==> src/rtl/nrisc_control.sv <==
// ---------------------------------------------------------------------------
// nrisc_control
//
// Multi-cycle fetch/decode/execute/writeback controller that sits directly
// upstream of the nRisc ALU. Each instruction is fetched over a req/valid
// memory port. It is decoded against a 4 x 2-bit register file. The decode
// result is presented to the ALU as ALUctl/A/B. The sampled ALU result is
// then written back.
//
// Instruction byte: [7:4] op, [3:2] rs, [1:0] rt, branch offset [3:0] signed.
//   0 SLT, 2 MOV, 4 INC, 5 SUB, 7 ADD : reg[rs] <= ALUOut[1:0], zflag <= Zero
//   8 BEQZ : PC <= zflag ? PC+sext(off) : PC+1
//   9 JMP  : PC <= PC+sext(off)
//   15 HALT: enter the terminal HALT state
//   others : NOP (PC+1)
//
// Parameters
//   PC_W      program counter width (>= 4), PC wraps modulo 2**PC_W
//   RESET_PC  PC value loaded on reset
//
// Ports
//   clk, rst_n               clock, asynchronous active-low reset
//   imem_req/imem_addr       fetch request and address (= PC), FETCH only
//   imem_rdata/imem_valid    fetch data, sampled in FETCH when valid
//   ALUctl, A, B             ALU operation and operands (registered)
//   ALUOut, Zero             ALU result and zero flag
//   halted                   sticky, set by HALT
//   reg_dump                 {reg3, reg2, reg1, reg0}
//   retired                  retired-instruction counter, present only
//                            when NRISC_RETIRE_CNT_EN is defined
// ---------------------------------------------------------------------------
module nrisc_control #(
    parameter int              PC_W     = 8,
    parameter logic [PC_W-1:0] RESET_PC = '0
) (
    input  logic            clk,
    input  logic            rst_n,
    output logic            imem_req,
    output logic [PC_W-1:0] imem_addr,
    input  logic [7:0]      imem_rdata,
    input  logic            imem_valid,
    output logic [3:0]      ALUctl,
    output logic [1:0]      A,
    output logic [1:0]      B,
    input  logic [8:0]      ALUOut,
    input  logic            Zero,
    output logic            halted,
    output logic [7:0]      reg_dump
`ifdef NRISC_RETIRE_CNT_EN
    ,
    output logic [15:0]     retired
`endif
);

    typedef enum logic [2:0] {
        S_IDLE,
        S_FETCH,
        S_DECODE,
        S_EXEC,
        S_WB,
        S_HALT
    } state_t;

    state_t              state_reg;
    logic [PC_W-1:0]     pc_reg;
    logic [7:0]          ir_reg;
    logic [3:0][1:0]     rf_reg;
    logic                zflag_reg;
    logic [1:0]          res_reg;     // ALUOut[1:0] sampled at the end of EXEC
    logic                zero_reg;    // full 9-bit Zero sampled with it
`ifdef NRISC_RETIRE_CNT_EN
    logic [15:0]         retired_reg;
`endif

    logic [3:0]          op;
    logic [1:0]          rs;
    logic [1:0]          rt;
    logic                is_alu;
    logic [PC_W-1:0]     off_ext;
    logic [PC_W-1:0]     pc_plus1;
    logic [PC_W-1:0]     pc_branch;

    assign op        = ir_reg[7:4];
    assign rs        = ir_reg[3:2];
    assign rt        = ir_reg[1:0];
    assign is_alu    = (op == 4'd0) || (op == 4'd2) || (op == 4'd4) ||
                       (op == 4'd5) || (op == 4'd7);
    // Signed cast first so the size cast sign-extends the 4-bit offset.
    assign off_ext   = PC_W'($signed(ir_reg[3:0]));
    assign pc_plus1  = pc_reg + PC_W'(1);
    assign pc_branch = pc_reg + off_ext;

    assign imem_addr = pc_reg;

    generate
        for (genvar gi = 0; gi < 4; gi++) begin : g_dump
            assign reg_dump[2*gi +: 2] = rf_reg[gi];
        end
    endgenerate

`ifdef NRISC_RETIRE_CNT_EN
    assign retired = retired_reg;
`endif

    always_ff @(posedge clk or negedge rst_n) begin
        if (!rst_n) begin
            state_reg   <= S_IDLE;
            pc_reg      <= RESET_PC;
            ir_reg      <= 8'h00;
            rf_reg      <= '0;
            zflag_reg   <= 1'b0;
            res_reg     <= 2'b00;
            zero_reg    <= 1'b0;
            ALUctl      <= 4'hF;
            A           <= 2'b00;
            B           <= 2'b00;
            imem_req    <= 1'b0;
            halted      <= 1'b0;
`ifdef NRISC_RETIRE_CNT_EN
            retired_reg <= 16'h0000;
`endif
        end else begin
            case (state_reg)
                S_IDLE: begin
                    state_reg <= S_FETCH;
                    imem_req  <= 1'b1;
                end
                S_FETCH: begin
                    if (imem_valid) begin
                        ir_reg    <= imem_rdata;
                        imem_req  <= 1'b0;
                        state_reg <= S_DECODE;
                    end
                end
                S_DECODE: begin
                    ALUctl    <= is_alu ? op : 4'hF;
                    A         <= rf_reg[rs];
                    B         <= rf_reg[rt];
                    state_reg <= S_EXEC;
                end
                S_EXEC: begin
                    res_reg   <= ALUOut[1:0];
                    zero_reg  <= Zero;
                    state_reg <= S_WB;
                end
                S_WB: begin
                    if (is_alu) begin
                        rf_reg[rs] <= res_reg;
                        zflag_reg  <= zero_reg;
                    end
                    case (op)
                        4'd8:    pc_reg <= zflag_reg ? pc_branch : pc_plus1;
                        4'd9:    pc_reg <= pc_branch;
                        4'd15:   pc_reg <= pc_reg;
                        default: pc_reg <= pc_plus1;
                    endcase
                    if (op == 4'd15) begin
                        halted    <= 1'b1;
                        state_reg <= S_HALT;
                    end else begin
                        imem_req  <= 1'b1;
                        state_reg <= S_FETCH;
                    end
`ifdef NRISC_RETIRE_CNT_EN
                    retired_reg <= retired_reg + 16'd1;
`endif
                end
                S_HALT: begin
                    state_reg <= S_HALT;
                end
                default: begin
                    state_reg <= S_IDLE;
                    imem_req  <= 1'b0;
                end
            endcase
        end
    end

endmodule

==> config.mk <==
export PLATFORM = sky130hd
export DESIGN_NAME = nrisc_control
export DESIGN_NICKNAME = d
export VERILOG_FILES = /design/src/rtl/nrisc_control.sv
export SDC_FILE = /design/constraint.sdc
export NUM_CORES = 1
export LEC_CHECK = 0
export CELL_PAD_IN_SITES_DETAIL_PLACEMENT = 2
export CELL_PAD_IN_SITES_GLOBAL_PLACEMENT = 2
export CORE_MARGIN = 10
export CORE_UTILIZATION = 35
export CTS_CLUSTER_DIAMETER = 100
export CTS_CLUSTER_SIZE = 30
export DETAILED_ROUTE_END_ITERATION = 10
export GPL_TIMING_DRIVEN = 0
export HOLD_SLACK_MARGIN = 0.03
export PLACE_DENSITY_LB_ADDON = 0.1
export SLEW_MARGIN = 20
export SYNTH_ARGS = -nofsm -noshare
export SYNTH_HDL_FRONTEND = slang
export SYNTH_SLANG_ARGS = --single-unit
==> constraint.sdc <==
create_clock -name clk -period 3.4 [get_ports clk]
set_input_delay 0.68 -clock clk [delete_from_list [all_inputs] [get_ports clk]]
set_output_delay 0.68 -clock clk [all_outputs]
set_load 0.01 [all_outputs]
# Yosys cells after proc, flatten, opt, wreduce, memory -nomap -nowiden
# Cells that the tools add are included.
[word_totals]
regBits = 41
wordCells = 65
[classes]
n_addsub = 2
magnitude_cmp = 3
n_eq_ne = 14
mux = 16
n_bitwise = 2
n_reduce_logical = 13
[op_table]
columns = ["op", "count"]
rows = [
  ["$pmux W8 S3", 1],
  ["$pmux W3 S6", 1],
  ["$eq A4 B3 Y1 const B", 3],
  ["$eq A4 B4 Y1 const B", 3],
  ["$add A8 B1 Y8 const B", 1],
  ["$add A8 B8 Y8", 1],
  ["$bmux W2 S2", 2],
  ["$bwmux W8", 1],
  ["$mux W8", 1],
  ["$reduce_and A2 Y1", 4],
  ["$eq A3 B2 Y1 const B", 2],
  ["$eq A3 B3 Y1 const B", 2],
  ["$lt A2 B3 Y1 const B", 2],
  ["$mux W2", 3],
  ["$mux W3", 2],
  ["$demux W2 S2", 1],
  ["$eq A4 B2 Y1 const B", 1],
  ["$logic_not A4 Y1", 1],
  ["$logic_or A1 B1 Y1", 4],
  ["$mux W4", 1],
  ["$ne A2 B2 Y1 const B", 2],
  ["$pmux W1 S4", 1],
  ["$eq A3 B1 Y1 const B", 1],
  ["$logic_not A3 Y1", 1],
  ["other kinds (6)", 8],
]

# Depth between registers and ports, before layout
[logic_depth]
ltp_word = 6
depth_mapped = 7
ltp_nobuf = 7

# Worst setup path before layout
# OpenSTA, ideal clock, no wires.
[synth_timing]
path_kind = "register to register"
startpoint = "register pc_reg[0] (netlist: imem_addr[0])"
endpoint = "register pc_reg[4] (netlist: imem_addr[4])"
arrival_ps = 1870
required_ps = 3279
path_slack_ps = 1409
path_stages_with_launch = 8
period_less_slack_ps = 1991
path_cell_list = "dfrtp_1 > ha_1 > fa_1 > a21o_1 > a21oi_1 > xor2_1 > a21oi_1 > o22a_1"
[synth_between]
elab_chain_len = 3
word_cells_on_any_way = 4
cone_classes = "add/sub (2); mux (2)"
[synth_rtl]
columns = ["element", "line_no", "rtl"]
rows = [
  ["from (decl)", "65", "logic [PC_W-1:0] pc_reg;"],
  ["from (signal assigned)", "152", "4'd8: pc_reg <= zflag_reg ? pc_branch : pc_plus1;"],
  ["from (signal assigned)", "153", "4'd9: pc_reg <= pc_branch;"],
  ["from (signal assigned)", "154", "4'd15: pc_reg <= pc_reg;"],
  ["$add A8 B1 Y8 or $add A8 B8 Y8 (tied branches)", "90, 91", ""],
  ["$mux W8", "152", ""],
  ["$pmux W8 S3 (*)", "151", "case (op)"],
]
# Every way passes the cells marked *; elsewhere a longest branch is shown, timed or not.
# A chain may end at the register's enable or synchronous reset.

# Final worst setup path
[layout_timing]
startpoint = "register ir_reg[4]"
endpoint = "register rf_reg, in the netlist reg_dump[1]"
[layout_between]
elab_chain_len = 6
word_cells_on_any_way = 10
cone_classes = "eq/ne (4); reduce/logical (6)"
[layout_rtl]
columns = ["element", "line_no", "rtl"]
rows = [
  ["from (decl)", "66", "logic [7:0] ir_reg;"],
  ["from (signal assigned)", "130", "ir_reg <= imem_rdata;"],
  ["$eq A4 B2 Y1 or $logic_not A4 Y1 (tied branches)", "86", "assign is_alu = (op == 4'd0) || (op == 4'd2) || (op == 4'd4) ||"],
  ["$logic_or A1 B1 Y1 (3 in series)", "86", ""],
  ["$logic_or A1 B1 Y1 (*)", "87", "(op == 4'd5) || (op == 4'd7);"],
  ["$reduce_and A2 Y1 (no source line) (*)", "-", ""],
  ["to (signal, indexed assignment)", "148", "rf_reg[rs] <= res_reg;"],
  ["to (decl)", "67", "logic [3:0][1:0] rf_reg;"],
]
# Marks and branches as above.

==> results list <==
- Wires add up to 6730 um.
* Root Driver: sky130_fd_sc_hd__clkbuf_8
- Logic depth of the worst register-to-register path: 5
* Synth Area in Compound Gates: 0.122
- Area of the core: 0.00639 mm2
- For the worst setup path, the data required time is 3580 ps.
* Std-Cell Rows: 29
- Global-route track usage on met1: 0.175
- Routed Antenna Nets: 0
- Post-layout minimum cycle time: 2190 ps
- Hold repair after CTS inserted 0 buffers.
- Die width: 101 um
* Multiplexer fraction of the synthesized cell area: 0.160
- The worst setup path is captured at a flop.
- Number of search-and-repair iterations in the first detailed-routing pass: 4
- Input and output buffers added on the ports amount to 39.
- CTS built an H-tree with a depth of 2.
* Vias: 1817
* Clock transition at the register clock pins on the worst setup and hold paths after CTS: 80 ps
- Number of global-route vias before repair: 2013
- Startpoint kind of the worst setup timing path: flop
* Maximum capacitance violations: 0
- Relative to the synthesized area, the layout overhead comes to 26.8%.
- In the global route stage, met2 resource usage came out at 0.219.
- The die covers 0.0102 mm2.
* Routing usage on met3: 0.0483
* Diode count: 0
- In the final layout, the share of cells above drive strength 1 is 0.186.
- Unique cell type count in the Yosys netlist: 43
* Peak supply drop: 0.000380 V
* Maximum number of pins on one net before global-route repair: 32
- Die H: 101 um
* Setup TNS Final: 0 ps
- Dividing the detail-routed wire length by the instance count gives 20.1 um.
- Starting DRC count in detailed routing: 54
- Of the total synthesized cell area, the portion taken by XOR and XNOR cells is 0.0152.
- Summed over all cells, the static leakage comes to 1.19 nW.
* Worst path arrival time: 2380 ps
- DRC violation count after routing: 0
- Dpl hpwl: 4970 um
* Net count reported at finish: 287
- Sequential-to-total area share from yosys stat: 0.446
- TritonCTS Buffers: 5
- Final setup vio count: 0
* Most used flip-flop cell after synthesis: sky130_fd_sc_hd__dfrtp_1
- Number of buffers on the longest clock path: 2
- Latest clock arrival within the worst-skew pair: 290 ps
* Count of flip-flops with a built-in enable after synthesis: 0
- Overall global routing resource usage: 0.137
- Across the routed clock network, the largest skew measured is 7.62 ps.
- Total power for the finished layout comes to 0.00285 W.
- Max-slew violation count: 0
- Result of the run: complete, no violations
* Ys async rst share: 1.00
- Of the total synthesized cell area, the portion taken by AND, OR, NAND and NOR gates is 0.174.
- Destination of the worst register-to-register timing path: reg_dump[1]$_DFFE_PN0P_
* Number of instances in the synthesized netlist: 210
- Setup repair after global routing left no endpoint under its margin.
- Flip-flop and latch count after synthesis: 41
- When the netlist entered floorplanning its net count stood at 240.
- The first global-routing pass estimated 11000 um of wire.
* Dpl cell area: 0.00281 mm2
* Post-synthesis share of cell area spent on full adders, half adders and majority gates: 0.0520
- Initial core utilization: 0.362
* Max transition margin: 0.511
- Top-Level Pins: 47
- Multi-input gate area: 0.00121 mm2
- In this run the most used layer during global routing was met2.
* Total standard cell area after synthesis: 0.00231 mm2
- Main combinational cell family by area after synthesis: simple AND/OR/NAND/NOR gates
- Area of all placed cells without fillers: 0.00293 mm2
* Class of the tightest hold or removal check: in -> async
- The worst register-to-register path begins at ir_reg[4]$_DFFE_PN0P_.
* Maximum fanout along the worst path: 9
- The setup check on the worst reg-to-reg path leaves a slack of 1210 ps.
- In the routed layout, each cell is associated on average with a via count of 5.42.
- The number of setup buffers added after CTS is 0.
* Clock tree from TritonCTS: done
- Routability cong.: 0.786
- Sequential cell area: 0.00103 mm2
- Number of gates given a new drive strength after cts: 0
- The final-report hold violation count is 0.
* Worst Tran Pin Value: 731 ps
- The critical path in this run is classified as reg -> reg.
- Yosys warning count: 0
- The tree built by TritonCTS fans out to 41 sinks.
* Final worst-path cycle share: 0.644
- Power density over the cells: 972 mW/mm2
- Number of inserted filler cells in the final layout: 665
* Worst hold margin: 273 ps
- Maximum frequency from static timing analysis: 0.457 GHz
- Initial antenna violation count: 0
- The average instance in the mapped netlist occupies 11.0 um2.
* Remaining global-route overflow: 0
cells in the mapped netlist (3+ instances only):
cell,count,share of area
sky130_fd_sc_hd__a21oi_1,17,0.037
sky130_fd_sc_hd__clkbuf_1,9,0.015
sky130_fd_sc_hd__dfrtp_1,37,0.40
sky130_fd_sc_hd__dfstp_2,4,0.046
sky130_fd_sc_hd__ha_1,8,0.043
sky130_fd_sc_hd__mux2_2,24,0.12
sky130_fd_sc_hd__mux4_2,4,0.039
sky130_fd_sc_hd__nand2_1,12,0.020
sky130_fd_sc_hd__nand2b_1,3,0.0081
sky130_fd_sc_hd__nand3_1,6,0.013
sky130_fd_sc_hd__nand3b_1,4,0.013
sky130_fd_sc_hd__nand4_1,5,0.014
sky130_fd_sc_hd__nor2_1,14,0.023
sky130_fd_sc_hd__nor3_1,4,0.0087
sky130_fd_sc_hd__nor3b_1,4,0.013
sky130_fd_sc_hd__o21ai_0,13,0.028
sky130_fd_sc_hd__o21bai_1,3,0.0098
sky130_fd_sc_hd__or4_1,4,0.013
worst max path at each step:
stage | to | cells after the start | from | slack [ps]
2_1_floorplan | imem_addr[4]$_DFFE_PN0P_ | 7 | imem_addr[0]$_DFFE_PN0P_ | 1410
3_3_place_gp | B[0]$_DFFE_PN0P_ | 1 | rst_n | 470
3_5_place_dp | ir_reg[6]$_DFFE_PN0P_ | 4 | imem_valid | 900
4_1_cts | reg_dump[0]$_DFFE_PN0P_ | 5 | ir_reg[4]$_DFFE_PN0P_ | 1190
5_1_grt | imem_addr[5]$_DFFE_PN0P_ | 7 | state_reg[0]$_DFFE_PN0P_ | 1080
6_report | reg_dump[1]$_DFFE_PN0P_ | 5 | ir_reg[4]$_DFFE_PN0P_ | 1210
cell families (layout without fill, tap and decap cells):
logic type | count (synthesis) | in the layout
buffers and inverters | 13 | 61
AO/OA/AOI/OAI | 47 | 47
XOR/XNOR | 4 | 4
adder cells (fa/ha/maj) | 9 | 9
multiplexers | 29 | 29
flip-flops | 41 | 41
AND/OR/NAND/NOR | 67 | 67
stage by stage:
stage	utilization	setup WS, ps	instances
after floorplan	-	1410	210
after global placement	0.438	466	326
after detailed placement	0.440	897	327
after CTS	0.458	1190	335
after global routing	0.458	1080	335
final	0.458	1210	335
layout by cell type, fill, tap and decap left out, types with 3 or more instances in the layout:
master,instances
sky130_fd_sc_hd__mux4_2,4
sky130_fd_sc_hd__clkbuf_1,10
sky130_fd_sc_hd__o21ai_0,13
sky130_fd_sc_hd__nand3b_1,4
sky130_fd_sc_hd__nand3_1,6
sky130_fd_sc_hd__nor2_1,14
sky130_fd_sc_hd__clkdlybuf4s50_1,38
sky130_fd_sc_hd__nor3b_1,4
sky130_fd_sc_hd__ha_1,8
sky130_fd_sc_hd__o21bai_1,3
sky130_fd_sc_hd__dfstp_2,4
sky130_fd_sc_hd__dfrtp_1,37
sky130_fd_sc_hd__nor3_1,4
sky130_fd_sc_hd__nand2b_1,3
sky130_fd_sc_hd__mux2_2,24
sky130_fd_sc_hd__nand2_1,12
sky130_fd_sc_hd__nand4_1,5
sky130_fd_sc_hd__clkbuf_8,6
sky130_fd_sc_hd__a21oi_1,17
sky130_fd_sc_hd__or4_1,4
area by class of cell:
| class | count | share of cell area |
|---|---|---|
| multi-input combinational | 156 | 0.414 |
| inverter | 1 | 0.00128 |
| clock inverter | 1 | 0.0103 |
| sequential | 41 | 0.352 |
| clock buffer | 7 | 0.0295 |
| timing repair buffer | 40 | 0.138 |
| buffer | 12 | 0.0218 |
| tap | 77 | 0.0329 |
power by group:
group	switching, W	leakage [nW]	internal, W
Sequential	0.000237	0.497	0.000708
Clock	0.000172	0.0585	0.000240
Combinational	0.000738	0.634	0.000752
worst max-delay path, stage by stage (launching register included):
cell                       delay (ps)
sky130_fd_sc_hd__dfrtp_1          330
sky130_fd_sc_hd__clkbuf_1         330
sky130_fd_sc_hd__nor2_1           170
sky130_fd_sc_hd__nor4_4           440
sky130_fd_sc_hd__nor3b_1          430
sky130_fd_sc_hd__mux2_2           380
metal layers:
metal / part of all wire / wire (um)
met1: 0.47 / 3140
met2: 0.47 / 3190
met3: 0.055 / 369
met4: 0.0061 / 41
met5: 0 / 0
Power figures use the tool's default switching activity.
